--- src/rtl/rlbp_cap_pkg.sv ---
// Shared register map, field positions and CTRL layout for the RLBP serial capture block.
package rlbp_cap_pkg;

    localparam int unsigned REG_SEL_W = 2;

    localparam logic [REG_SEL_W-1:0] REG_DATA   = 2'd0;
    localparam logic [REG_SEL_W-1:0] REG_STATUS = 2'd1;
    localparam logic [REG_SEL_W-1:0] REG_CTRL   = 2'd2;
    localparam logic [REG_SEL_W-1:0] REG_WCNT   = 2'd3;

    localparam int unsigned ST_LEVEL_LSB = 0;
    localparam int unsigned ST_LEVEL_W   = 6;
    localparam int unsigned ST_EMPTY     = 8;
    localparam int unsigned ST_FULL      = 9;
    localparam int unsigned ST_OVF       = 10;
    localparam int unsigned ST_UDF       = 11;

    localparam int unsigned CTRL_W   = 8;
    localparam int unsigned THRESH_W = 5;
    localparam int unsigned WCNT_W   = 16;

    // CTRL[7:0]: thresh[7:3], irq_en[2], msb_first[1], en[0]
    typedef struct packed {
        logic [THRESH_W-1:0] thresh;
        logic                irq_en;
        logic                msb_first;
        logic                en;
    } ctrl_t;

endpackage

--- src/rtl/rlbp_cap_fifo.sv ---
// Synchronous FIFO with wrap-bit pointers; a pop frees a slot for a same-cycle push when full.
module rlbp_cap_fifo #(
    parameter int unsigned WIDTH = 8,
    parameter int unsigned DEPTH = 8
) (
    input  logic                       clk,
    input  logic                       rst,
    input  logic                       push,
    input  logic                       pop,
    input  logic [WIDTH-1:0]           din,
    output logic [WIDTH-1:0]           dout,
    output logic [$clog2(DEPTH):0]     level,
    output logic                       full,
    output logic                       empty
);

    localparam int unsigned PW = $clog2(DEPTH);

    logic [WIDTH-1:0] mem [DEPTH];
    logic [PW:0]      wr_ptr;
    logic [PW:0]      rd_ptr;
    logic             do_push;
    logic             do_pop;

    assign empty   = (wr_ptr == rd_ptr);
    assign full    = (wr_ptr[PW-1:0] == rd_ptr[PW-1:0]) && (wr_ptr[PW] != rd_ptr[PW]);
    assign level   = wr_ptr - rd_ptr;
    assign dout    = mem[rd_ptr[PW-1:0]];
    assign do_pop  = pop & ~empty;
    assign do_push = push & (~full | do_pop);

    always_ff @(posedge clk) begin
        if (rst) begin
            wr_ptr <= '0;
            rd_ptr <= '0;
        end else begin
            if (do_push) wr_ptr <= wr_ptr + (PW+1)'(1);
            if (do_pop)  rd_ptr <= rd_ptr + (PW+1)'(1);
        end
    end

    // Storage carries no reset; pointers define validity.
    always_ff @(posedge clk) begin
        if (do_push) mem[wr_ptr[PW-1:0]] <= din;
    end

endmodule

--- src/rtl/rlbp_s2p_capture.sv ---
// Deserializes the RLBP serial stream into words, buffers them and exposes them over Wishbone.
// Optional word counter at offset 0xC is enabled by defining RLBP_CAP_WCNT_EN.
module rlbp_s2p_capture
    import rlbp_cap_pkg::*;
#(
    parameter int unsigned WORD_W   = 8,
    parameter int unsigned DEPTH    = 8,
    parameter logic [3:0]  BASE_NIB = 4'h4
) (
    input  logic        clk,
    input  logic        rst,
    input  logic        s_data,
    input  logic        s_valid,
    input  logic        s_sof,
    input  logic        wbs_cyc_i,
    input  logic        wbs_stb_i,
    input  logic        wbs_we_i,
    input  logic [3:0]  wbs_sel_i,
    input  logic [31:0] wbs_adr_i,
    input  logic [31:0] wbs_dat_i,
    output logic [31:0] wbs_dat_o,
    output logic        wbs_ack_o,
    output logic        irq
);

    localparam int unsigned IW = $clog2(WORD_W);
    localparam int unsigned LW = $clog2(DEPTH) + 1;

    ctrl_t                 ctrl;
    logic                  ovf;
    logic                  udf;
    logic [IW-1:0]         bit_idx;
    logic [WORD_W-1:0]     shreg;
    logic [WORD_W-1:0]     push_word;
    logic                  push_pend;

    logic                  hit;
    logic [REG_SEL_W-1:0]  reg_sel;
    logic                  wr_en;
    logic                  pop_req;
    logic                  pop;
    logic                  shift_en;
    logic [IW-1:0]         cur_idx;
    logic [IW-1:0]         pos;
    logic                  last_bit;
    logic [WORD_W-1:0]     nxt_word;
    logic [31:0]           rdata;

    logic [WORD_W-1:0]     fifo_dout;
    logic [LW-1:0]         fifo_level;
    logic                  fifo_full;
    logic                  fifo_empty;
    logic                  unused_ok;

    // A new access is not accepted while the previous ack is still high.
    assign hit      = wbs_cyc_i & wbs_stb_i & (wbs_adr_i[31:28] == BASE_NIB) & ~wbs_ack_o;
    assign reg_sel  = wbs_adr_i[3:2];
    assign wr_en    = hit & wbs_we_i & wbs_sel_i[0];
    assign pop_req  = hit & ~wbs_we_i & (reg_sel == REG_DATA);
    assign pop      = pop_req & ~fifo_empty;
    assign shift_en = ctrl.en & s_valid;

    assign unused_ok = ^{wbs_sel_i[3:1], wbs_adr_i[27:4], wbs_adr_i[1:0],
                         wbs_dat_i[31:12], wbs_dat_i[9:8]};

    always_comb begin
        cur_idx  = s_sof ? '0 : bit_idx;
        pos      = ctrl.msb_first ? (IW'(WORD_W - 1) - cur_idx) : cur_idx;
        last_bit = (cur_idx == IW'(WORD_W - 1));
        nxt_word = shreg;
        nxt_word[pos] = s_data;
    end

    // Deserializer: completed word is presented to the FIFO one cycle after its last bit.
    always_ff @(posedge clk) begin
        if (rst) begin
            bit_idx   <= '0;
            shreg     <= '0;
            push_word <= '0;
            push_pend <= 1'b0;
        end else begin
            push_pend <= shift_en & last_bit;
            if (!ctrl.en) begin
                bit_idx <= '0;
                shreg   <= '0;
            end else if (s_valid) begin
                if (last_bit) begin
                    bit_idx   <= '0;
                    shreg     <= '0;
                    push_word <= nxt_word;
                end else begin
                    bit_idx <= cur_idx + IW'(1);
                    shreg   <= nxt_word;
                end
            end
        end
    end

    rlbp_cap_fifo #(
        .WIDTH (WORD_W),
        .DEPTH (DEPTH)
    ) u_fifo (
        .clk   (clk),
        .rst   (rst),
        .push  (push_pend),
        .pop   (pop),
        .din   (push_word),
        .dout  (fifo_dout),
        .level (fifo_level),
        .full  (fifo_full),
        .empty (fifo_empty)
    );

`ifdef RLBP_CAP_WCNT_EN
    logic [WCNT_W-1:0] wcnt;

    // Counts only words actually stored; a write to WCNT clears it.
    always_ff @(posedge clk) begin
        if (rst) begin
            wcnt <= '0;
        end else if (wr_en && (reg_sel == REG_WCNT)) begin
            wcnt <= '0;
        end else if (push_pend && (!fifo_full || pop) && (wcnt != '1)) begin
            wcnt <= wcnt + WCNT_W'(1);
        end
    end
`endif

    always_comb begin
        rdata = '0;
        case (reg_sel)
            REG_DATA: begin
                if (!fifo_empty) rdata = 32'(fifo_dout);
            end
            REG_STATUS: begin
                rdata[ST_LEVEL_LSB +: ST_LEVEL_W] = ST_LEVEL_W'(fifo_level);
                rdata[ST_EMPTY] = fifo_empty;
                rdata[ST_FULL]  = fifo_full;
                rdata[ST_OVF]   = ovf;
                rdata[ST_UDF]   = udf;
            end
            REG_CTRL: rdata = 32'(ctrl);
            default: begin
`ifdef RLBP_CAP_WCNT_EN
                rdata = 32'(wcnt);
`else
                rdata = '0;
`endif
            end
        endcase
    end

    // Bus response, control/status registers and interrupt.
    always_ff @(posedge clk) begin
        if (rst) begin
            wbs_ack_o <= 1'b0;
            wbs_dat_o <= '0;
            ctrl      <= '0;
            ovf       <= 1'b0;
            udf       <= 1'b0;
            irq       <= 1'b0;
        end else begin
            wbs_ack_o <= hit;
            if (hit) wbs_dat_o <= rdata;
            if (wr_en && (reg_sel == REG_CTRL)) ctrl <= ctrl_t'(wbs_dat_i[CTRL_W-1:0]);

            if (push_pend && fifo_full && !pop)
                ovf <= 1'b1;
            else if (wr_en && (reg_sel == REG_STATUS) && wbs_dat_i[ST_OVF])
                ovf <= 1'b0;

            if (pop_req && fifo_empty)
                udf <= 1'b1;
            else if (wr_en && (reg_sel == REG_STATUS) && wbs_dat_i[ST_UDF])
                udf <= 1'b0;

            irq <= ctrl.irq_en && (ctrl.thresh != '0) &&
                   (ST_LEVEL_W'(fifo_level) >= ST_LEVEL_W'(ctrl.thresh));
        end
    end

endmodule

--- config.mk ---
export PLATFORM = sky130hd
export DESIGN_NAME = rlbp_s2p_capture
export DESIGN_NICKNAME = d
export VERILOG_FILES = /design/src/rtl/rlbp_cap_pkg.sv /design/src/rtl/rlbp_cap_fifo.sv /design/src/rtl/rlbp_s2p_capture.sv
export SDC_FILE = /design/constraint.sdc
export NUM_CORES = 1
export LEC_CHECK = 0
export ABC_AREA = 1
export CAP_MARGIN = 20
export CORE_MARGIN = 1.5
export CORE_UTILIZATION = 48
export CTS_BUF_LIST = sky130_fd_sc_hd__clkbuf_8
export DETAILED_ROUTE_END_ITERATION = 12
export GPL_TIMING_DRIVEN = 0
export PLACE_DENSITY = 0.79
export SYNTH_ARGS = -nofsm -noshare
export SYNTH_HDL_FRONTEND = slang
export SYNTH_SLANG_ARGS = --single-unit
--- constraint.sdc ---
create_clock -name clk -period 2.2 [get_ports clk]
set_clock_uncertainty 0.05 [all_clocks]
set_input_delay 0.44 -clock clk [delete_from_list [all_inputs] [get_ports clk]]
set_output_delay 0.44 -clock clk [all_outputs]
set_load 0.05 [all_outputs]
==> results.sh, run 1 <==
export IMPL_insertedDiodeCount=0
export IMPL_fin_crit_sh_pct=97.49
export IMPL_power_leakage_nw=2.796
export IMPL_worstSkewPairLatency_ns=0.43
export IMPL_grt_usage_pct=23.52
export IMPL_synthToLayoutAreaGrowth_pct=25.13
export IMPL_nNetsFinal=769
export IMPL_cts_tree="yes"
export IMPL_synth_edf_count=64
export IMPL_firstDrtPassIters=5
export IMPL_grt_max_degree=17
export IMPL_synth_top_area_share_pct=35.68
export IMPL_cp_max_fo=8
export IMPL_syn_area_per_cell_um2=9.145
export IMPL_drive_gt1_share_pct=14.27
export IMPL_fin_crit_ns=2.145
export IMPL_slew_viol_final=0
export IMPL_fp_dieH_um=108.9
export IMPL_cp_arrival_ns=2.29
export IMPL_vias=4605
export IMPL_dieArea_um2=11870
export IMPL_ys_warn_count=0
export IMPL_synth_seq_cells=119
export IMPL_htreeDepth=4
export IMPL_fin_tns_setup_ns=0
export IMPL_max_slew_worst_pin_slew_ns=0.5571
export IMPL_synth_async_reset_ratio_pct=0
export IMPL_clock_fmax_mhz=466.3
export IMPL_synth_area_top_cells="edfxtp_1 (36%), dfxtp_1 (20%), nand2_1 (6.4%)"
export IMPL_ctsLongestPathBuffers=2
export IMPL_path_class="reg -> reg"
export IMPL_drc=0
export IMPL_place_port_buffers=38
export IMPL_grt_overflow_total=0
export IMPL_synthMostInstantiatedCell="nand2_1"
export IMPL_rows=38
export IMPL_hold_viol=0
export IMPL_clk_pin_slew_ns=0.08
export IMPL_die_width_um=108.9
export IMPL_synth_common_cells="nand2_1 (92), nor2_1 (65), edfxtp_1 (64)"
export IMPL_core_um2=10890
export IMPL_synthFlopType="edfxtp_1"
export IMPL_via_per_inst=5.522
export IMPL_finalNonFillerCells=834
export IMPL_synth_cells=589
export IMPL_cts_num_sinks=119
export IMPL_ant_nets=0
export IMPL_dpl_cell_count=789
export IMPL_cts_root_buf="clkbuf_8"
export IMPL_crit_required_ns=2.35
export IMPL_wirelength_um=13580
export IMPL_slew_headroom_pct=62.73
export IMPL_wire_per_inst_um=16.29
export IMPL_grt_pass1_wl_um=20780
export IMPL_dpl_hpwl_um=8525
export IMPL_ios=110
export IMPL_cts_buffers=17
export IMPL_drv_cap=0
export IMPL_ys_types=37
export IMPL_antenna_found_initial=0
export IMPL_cp_start_kind="flop"
export IMPL_end_kind="flop"
export IMPL_p_per_area_nw_per_um2=700.7
export IMPL_status="finished, final reports clean"
export IMPL_initial_utilization_pct=49.47
export IMPL_ys_seq_area_share_pct=56.12
export IMPL_synth_cell_area_um2=5386
export IMPL_ir_worst_vdd_mv=0.4393
export IMPL_cts_hold_buf=0
export IMPL_hp_class="reg -> reg"
export IMPL_gp_congestion=0.9362
export IMPL_r2r_slack_ns=0.06
export IMPL_grt_pass1_vias=4324
export IMPL_initialDrtViolationCount=561
export IMPL_final_setup_viol_count=0
export IMPL_power_mw=4.723
export IMPL_synth_top_area_cell="edfxtp_1"
-- power by group --
part | internal, mW | switching, mW | total, mW
clock network | 1.32 | 0.881 | 2.20
registers | 2.31 | 0.000911 | 2.32
logic | 0.0738 | 0.130 | 0.204
-- repair_timing --
action,4_1_cts,5_1_grt
gates cloned,0,0
endpoints found under the setup margin,66,68
resized for setup,23,9
pin swaps,7,3
setup buffers,7,6
-- per-stage QoR --
stage               hold slack (ns)  setup slack [ns]  util [%]  instance area (um2)
finish                       0.4121           0.05532     61.91                 6740
CTS                          0.4061         -0.001456     61.26                 6670
floorplan                    0.3862           -0.1503         -                 5458
global placement             0.3950            -1.188     55.23                 6013
global route                 0.4288         -0.001025     61.91                 6740
detailed placement           0.4030            -1.038     55.44                 6036
-- layout by cell type (no fill, tap or decap), types with 5 or more instances in the layout --
cell / count
ha_1: 10
a211oi_1: 6
conb_1: 20
xor2_1: 10
nor2_1: 61
clkbuf_1: 13
nand4_1: 10
edfxtp_1: 64
nand2_1: 89
dfxtp_1: 52
clkbuf_8: 20
nor2_4: 5
nand3_1: 48
a21oi_1: 37
inv_1: 61
clkdlybuf4s50_1: 38
buf_4: 34
o21ai_0: 48
a21o_1: 8
-- critical path: stages, from the launching register on --
cell	delay (ns)
dfxtp_1	0.39
inv_1	0.08
ha_2	0.37
nand2_2	0.08
nor3_2	0.35
nand2_4	0.14
nand3_2	0.22
nor2_4	0.07
buf_12	0.15
-- kinds of logic (layout without fill, tap and decap cells) --
| kind of cell | count (synthesis) | count (layout) | share of synthesized area, % |
|---|---|---|---|
| other | 1 | 20 | 0.06962 |
| adders and majority gates | 12 | 12 | 2.927 |
| DFF | 119 | 119 | 56.12 |
| xor gates and xnor gates | 10 | 10 | 1.626 |
| buffers and inverters | 104 | 190 | 8.896 |
| AOI/OAI and AO/OA | 114 | 114 | 11.96 |
| and+or+nand+nor | 229 | 229 | 18.40 |
-- registers in the layout (all words and copies together) (netlist names), 3 cells and up, named ones only --
name           cells
bit_idx            3
ctrl               8
push_word          8
shreg              8
u_fifo.mem        64
u_fifo.rd_ptr      4
u_fifo.wr_ptr      4
wbs_dat_o         12
-- final timing paths --
path	from	to	depth (start not counted)
setup / recovery	u_fifo.rd_ptr[2]	u_fifo.mem[5][2]	8
hold / removal	udf	wbs_dat_o[11]	2
setup reg to reg	u_fifo.rd_ptr[2]	u_fifo.mem[5][2]	8
hold reg to reg	udf	wbs_dat_o[11]	2
-- per-layer routing --
metal | global-route usage, % | vias up | part of all wire [%]
met2 | 38.35 | 240 | 48
met5 | 0 | - | 0
met4 | 12.69 | 0 | 4.7
met1 | 28.05 | 2152 | 39
met3 | 6.754 | 65 | 8.4
li1 | - | 2148 | -
-- layout make-up --
| class | count | area, um2 |
|---|---|---|
| buffer | 39 | 235.2 |
| sequential | 119 | 3029 |
| clock buffer | 20 | 275.3 |
| multi-input combinational | 385 | 2079 |
| timing repair buffer | 54 | 525.5 |
| inverter | 65 | 246.5 |
| tap | 140 | 175.2 |
| clock inverter | 12 | 173.9 |
| fill | 811 | 4148 |
Note: power is estimated with default switching activity, not from simulation.
==> run 2, diff against run 1 <==
--- a/config.mk
+++ b/config.mk
@@ -13,6 +13,7 @@
 export DETAILED_ROUTE_END_ITERATION = 12
 export GPL_TIMING_DRIVEN = 0
 export PLACE_DENSITY = 0.79
+export SETUP_SLACK_MARGIN = 0.4
 export SYNTH_ARGS = -nofsm -noshare
 export SYNTH_HDL_FRONTEND = slang
 export SYNTH_SLANG_ARGS = --single-unit
==> run 2 against run 1 <==
Core utilization rose by 3.6 points. Hold slack improved by 0.0080 ns. Critical path type unchanged. Clock-buffer cell count did not move. Sequential cell count did not move.
==> results.sh, run 2 (synthesis gave the netlist of run 1 again) <==
export IMPL_status="finished, final reports clean"
export IMPL_clock_fmax_mhz=508.6
export IMPL_grt_pass1_wl_um=21730
export IMPL_cts_tree="yes"
export IMPL_rsz0062_at_grt="true"
export IMPL_clk_pin_slew_ns=0.08
export IMPL_final_area_um2=7127
export IMPL_hp_class="reg -> reg"
export IMPL_htreeDepth=4
export IMPL_intPower_mw=3.693
export IMPL_reg2reg_to="irq"
export IMPL_placed_area_um2=6147
export IMPL_drive_gt1_share_pct=23.80
export IMPL_die_width_um=108.9
export IMPL_fin_tns_setup_ns=0
export IMPL_fin_crit_ns=1.966
export IMPL_fin_crit_sh_pct=89.38
export IMPL_r2r_slack_ns=0.23
export IMPL_initialDrtViolationCount=413
export IMPL_cts_buffers=17
export IMPL_power_mw=4.694
export IMPL_cts_num_sinks=119
export IMPL_crit_required_ns=2.52
export IMPL_p_sw_share_pct=21.31
export IMPL_rows=38
export IMPL_nNetsFinal=781
export IMPL_place_port_buffers=38
export IMPL_ir_worst_vdd_mv=0.4004
export IMPL_final_cell_mix="nand2_1 (81), edfxtp_1 (64), inv_1 (57)"
export IMPL_p_sw_mw=1.000
export IMPL_vias=4681
export IMPL_grtUsageMet1_pct=29.88
export IMPL_fp_dieH_um=108.9
export IMPL_ant_nets=0
export IMPL_final_common_cell="nand2_1"
export IMPL_insertedDiodeCount=0
export IMPL_cp_max_fo=2
export IMPL_grt_use_met2_pct=42.63
export IMPL_cp_start_kind="flop"
export IMPL_p_per_area_nw_per_um2=658.6
export IMPL_finalNonFillerCells=846
export IMPL_path_class="reg -> reg"
export IMPL_dpl_cell_count=786
export IMPL_r2r_start="u_fifo.wr_ptr[0]"
export IMPL_p_clk_share_pct=46.2
export IMPL_min_to="wbs_dat_o[0]"
export IMPL_drv_cap=0
export IMPL_grt_overflow_total=0
export IMPL_cts_root_buf="clkbuf_8"
export IMPL_antenna_found_initial=0
export IMPL_seqPwrFrac_pct=49.3
export IMPL_slew_viol_final=0
export IMPL_max_slew_worst_pin_slew_ns=0.6207
export IMPL_wire_per_inst_um=17.31
export IMPL_drc=0
export IMPL_grt_pass1_vias=4375
export IMPL_pwr_share_comb_pct=4.6
export IMPL_initial_utilization_pct=49.47
export IMPL_final_setup_viol_count=0
export IMPL_dieArea_um2=11870
export IMPL_power_leakage_nw=2.998
export IMPL_worstSkewPairLatency_ns=0.44
export IMPL_ios=110
export IMPL_grt_most_used_layer="met2"
export IMPL_firstDrtPassIters=7
export IMPL_via_per_inst=5.533
export IMPL_end_kind="flop"
export IMPL_grt_max_degree=17
export IMPL_slew_headroom_pct=58.62
export IMPL_cp_arrival_ns=2.28
export IMPL_hp_start="wbs_dat_o[0]"
export IMPL_worst_slack_ns=0.2337
export IMPL_pre_cts_ws_ns=-0.5574
export IMPL_ctsLongestPathBuffers=2
export IMPL_wirelength_um=14650
export IMPL_gp_congestion=0.8833
export IMPL_largest_reg_flops=64
export IMPL_hold_viol=0
export IMPL_core_um2=10890
export IMPL_grt_usage_pct=24.66
export IMPL_rr_worst_depth=10
export IMPL_synthToLayoutAreaGrowth_pct=32.31
export IMPL_n_fill_cell=772
export IMPL_dpl_hpwl_um=8842
export IMPL_hold_depth=2
export IMPL_use_met3_pct=6.336
run 2: metrics by stage:
stage,util [%],hold slack (ns)
4_1_cts,63.88,0.4134
3_5_place_dp,56.46,0.4039
5_1_grt,65.46,0.4295
6_report,65.46,0.4200
3_3_place_gp,56.46,0.4001
2_1_floorplan,-,0.3862
run 2: area by class of cell:
class / instances / area, um2 / share of cell area (%)
buffer: 39 / 239.0 / 3.353
clock buffer: 20 / 275.3 / 3.862
clock inverter: 12 / 160.2 / 2.247
inverter: 65 / 254.0 / 3.564
multi-input combinational: 385 / 2357 / 33.08
sequential: 119 / 3043 / 42.70
tap: 140 / 175.2 / 2.458
timing repair buffer: 66 / 623.1 / 8.743
run 2: worst max-delay path by stage:
stage | start | endpoint | depth (start not counted)
after floorplan | u_fifo.wr_ptr[0] | irq | 9
after global placement | wbs_cyc_i | u_fifo.mem[6][3] | 9
after detailed placement | wbs_cyc_i | u_fifo.mem[6][3] | 9
after CTS | u_fifo.wr_ptr[0] | irq | 9
after global routing | u_fifo.wr_ptr[0] | irq | 10
final | u_fifo.wr_ptr[0] | irq | 10
run 2: repair_timing:
| item | in CTS | in global routing |
|---|---|---|
| hold buffers | 0 | 0 |
| gates cloned | 0 | 0 |
| pin swaps | 19 | 16 |
| setup endpoints to repair | 120 | 120 |
| gates resized for setup | 66 | 66 |
| endpoints found under the hold margin | 0 | 0 |
| buffers inserted | 23 | 5 |
run 2: worst max-delay path, stage by stage (launching register included):
cell and delay (ns):
dfxtp_4 0.35, inv_4 0.06, ha_4 0.14, inv_4 0.04, fa_2 0.39, xor2_2 0.17, ha_1 0.28, inv_1 0.06
a21oi_2 0.11, o21ai_2 0.07, a211oi_2 0.18
run 2: power groups by stage:
stage / sequential (mW) / combinational (mW) / clock (mW)
final: 2.31 / 0.214 / 2.17
after floorplan: 2.37 / 0.137 / 0
after CTS: 2.31 / 0.203 / 2.16
after detailed placement: 2.36 / 0.202 / 0
after global routing: 2.31 / 0.226 / 2.27
after global placement: 2.36 / 0.200 / 0
run 2: per-layer routing:
metal	share of wire (%)	routed length, um
met1	39	5767
met2	51	7476
met3	6.9	1013
met4	2.7	389
met5	0	0
==> run 3, diff against run 2 <==
--- a/config.mk
+++ b/config.mk
@@ -5,7 +5,6 @@
 export SDC_FILE = /design/constraint.sdc
 export NUM_CORES = 1
 export LEC_CHECK = 0
-export ABC_AREA = 1
 export CAP_MARGIN = 20
 export CORE_MARGIN = 1.5
 export CORE_UTILIZATION = 48
==> run 3 against run 2 <==
The run now ends with setup timing left. Die area fell by 0.42%. Largest cell class unchanged. Final area grew 3.2%. Critical endpoint is now u_fifo.rd_ptr[3]. Critical path type unchanged. Clock-buffer cell count did not move. Global-route usage fell by 0.74 points. Clock power fell by 6%.
==> results.sh, run 3 <==
export IMPL_status="finished with violations"
export IMPL_violations="setup timing"
export IMPL_grt_pass1_wl_um=20380
export IMPL_fin_hold_ws_ns=0.4077
export IMPL_synth_edf_count=64
export IMPL_cp_arrival_ns=2.56
export IMPL_ys_warn_count=0
export IMPL_ios=110
export IMPL_slowest_delay_ns=0.48
export IMPL_place_port_buffers=36
export IMPL_ant_nets=0
export IMPL_worst_slack_ns=-0.1196
export IMPL_power_leakage_nw=2.719
export IMPL_firstDrtPassIters=7
export IMPL_cts_tree="yes"
export IMPL_fp_dieH_um=108.7
export IMPL_cpMaxStageDelayCell="or4b_4"
export IMPL_synth_cells=454
export IMPL_via_per_inst=5.745
export IMPL_post_route_util_pct=67.56
export IMPL_worstPathBufferInverterCount=3
export IMPL_pwr_share_comb_pct=5.0
export IMPL_synth_cell_area_um2=5363
export IMPL_initial_utilization_pct=49.25
export IMPL_grt_most_used_layer="met2"
export IMPL_synth_area_top_cells="edfxtp_1 (36%), dfxtp_1 (21%), mux4_2 (5.0%)"
export IMPL_fin_crit_sh_pct=105.4
export IMPL_clock_fmax_mhz=431.1
export IMPL_use_met3_pct=5.738
export IMPL_ys_seq_area_share_pct=56.37
export IMPL_grt_usage_pct=23.92
export IMPL_clk_pin_slew_ns=0.08
export IMPL_drv_cap=0
export IMPL_antenna_found_initial=0
export IMPL_core_um2=10890
export IMPL_wire_per_inst_um=19.87
export IMPL_grt_pass1_vias=3901
export IMPL_vias=4171
export IMPL_synth_common_cells="edfxtp_1 (64), dfxtp_1 (55), nor2_1 (43)"
export IMPL_crit_required_ns=2.44
export IMPL_ctsLongestPathBuffers=2
export IMPL_gp_congestion=0.8523
export IMPL_path_class="reg -> reg"
export IMPL_synth_top_area_cell="edfxtp_1"
export IMPL_grt_use_met2_pct=39.08
export IMPL_slew_viol_final=0
export IMPL_dpl_hpwl_um=8441
export IMPL_largest_reg_flops=64
export IMPL_cts_root_buf="clkbuf_8"
export IMPL_die_width_um=108.7
export IMPL_cp_start_kind="flop"
export IMPL_grt_max_degree=17
export IMPL_dpl_cell_count=649
export IMPL_cpMostUsedCell="buf_4"
export IMPL_fin_crit_ns=2.320
export IMPL_fin_tns_setup_ns=-1.579
export IMPL_synth_top_area_share_pct=35.84
export IMPL_hold_viol=0
export IMPL_ys_types=55
export IMPL_synthFlopType="edfxtp_1"
export IMPL_dieArea_um2=11820
export IMPL_syn_area_per_cell_um2=11.81
export IMPL_initialDrtViolationCount=397
export IMPL_p_sw_mw=1.005
export IMPL_final_common_cell="edfxtp_1"
export IMPL_final_cell_mix="edfxtp_1 (64), buf_4 (59), dfxtp_1 (43)"
export IMPL_end_kind="flop"
export IMPL_rows=38
export IMPL_synth_seq_cells=119
export IMPL_cts_buffers=17
export IMPL_rsz0062_at_grt="true"
export IMPL_drive_gt1_share_pct=35.84
export IMPL_cp_max_fo=2
export IMPL_wirelength_um=14420
export IMPL_intPower_mw=3.581
export IMPL_seqPwrFrac_pct=50.4
export IMPL_path_cells="or4b_4, buf_4, or3_4, buf_8, buf_4, nor4_4, xnor2_1, nor2_1"
export IMPL_startpoint="wbs_ack_o"
export IMPL_crit_family="simple AND/OR/NAND/NOR gates"
export IMPL_grt_overflow_total=0
export IMPL_synthToLayoutAreaGrowth_pct=37.17
export IMPL_final_setup_viol_count=32
export IMPL_placed_area_um2=6213
export IMPL_cts_hold_buf=0
export IMPL_synthMostInstantiatedCell="edfxtp_1"
export IMPL_htreeDepth=4
export IMPL_cts_num_sinks=119
export IMPL_p_sw_share_pct=21.91
export IMPL_hp_start="wbs_dat_o[11]"
export IMPL_nNetsFinal=661
export IMPL_worstSkewPairLatency_ns=0.43
export IMPL_p_per_area_nw_per_um2=623.4
export IMPL_finalNonFillerCells=726
export IMPL_r2r_start="wbs_ack_o"
export IMPL_p_clk_share_pct=44.5
export IMPL_grtUsageMet1_pct=29.52
export IMPL_slew_headroom_pct=55.71
export IMPL_insertedDiodeCount=0
export IMPL_ir_worst_vdd_mv=0.4418
export IMPL_drc=0
export IMPL_hp_class="reg -> reg"
export IMPL_synth_async_reset_ratio_pct=0
export IMPL_final_area_um2=7356
export IMPL_max_slew_worst_pin_slew_ns=0.6643
## run 3: metrics by stage
step / power [mW] / worst slack (ns)
after detailed placement: 2.575 / -1.050
after global placement: 2.573 / -0.9580
after floorplan: 2.514 / -0.2396
after global routing: 4.714 / -0.1460
final: 4.586 / -0.1196
after CTS: 4.571 / -0.08604
## run 3: area by class of cell
| cell class | count | area [um2] |
|---|---|---|
| clock inverter | 12 | 136.4 |
| sequential | 119 | 3048 |
| tap | 140 | 175.2 |
| inverter | 13 | 52.55 |
| fill | 710 | 3532 |
| clock buffer | 20 | 275.3 |
| buffer | 46 | 387.9 |
| multi-input combinational | 295 | 2567 |
| timing repair buffer | 81 | 713.2 |
## run 3: final timing paths
path / endpoint / slack [ns] / depth (start not counted)
worst max-delay path: u_fifo.rd_ptr[3] / -0.12 / 8
worst min-delay path: wbs_dat_o[11] / 0.41 / 2
worst max register to register: u_fifo.rd_ptr[3] / -0.12 / 8
worst min register to register: wbs_dat_o[11] / 0.41 / 2
## run 3: what timing repair did
item / CTS / global route
buffers inserted: 34 / 9
endpoints found under the setup margin: 129 / 124
cloned: 1 / 1
pin swaps: 26 / 23
resized for setup: 82 / 60
## run 3: cell families (layout without fill, tap and decap cells)
logic type / after synthesis / in the layout / share of synthesized area (%)
AND/OR/NAND/NOR: 146 / 146 / 14.44
multiplexers: 37 / 37 / 9.799
AO/OA/AOI/OAI: 72 / 72 / 9.286
flip-flops: 119 / 119 / 56.37
buffers and inverters: 59 / 172 / 5.786
XOR/XNOR: 8 / 8 / 1.307
adder cells (fa/ha/maj): 12 / 12 / 2.940
other: 1 / 20 / 0.06993
## run 3: layer usage
layer	wire length, um	share of wire [%]	vias up
li1	-	-	1897
met1	5627	39	2014
met2	7283	50	222
met3	1012	7.0	38
met4	499	3.5	0
met5	0	0	-
## run 3: worst reg2reg max path, delay by kind of cell (launching register included)
family                    cells  cell delay (ns)
xor gates and xnor gates      1             0.18
buffers and inverters         3             0.42
DFF                           1             0.32
and+or+nand+nor               4             1.20
## run 3: power by group through the flow
stage / logic, mW / registers [mW] / clock network (mW)
5_1_grt: 0.241 / 2.31 / 2.16
6_report: 0.231 / 2.31 / 2.04
3_5_place_dp: 0.210 / 2.37 / 0
4_1_cts: 0.216 / 2.32 / 2.04
2_1_floorplan: 0.145 / 2.37 / 0
3_3_place_gp: 0.209 / 2.36 / 0
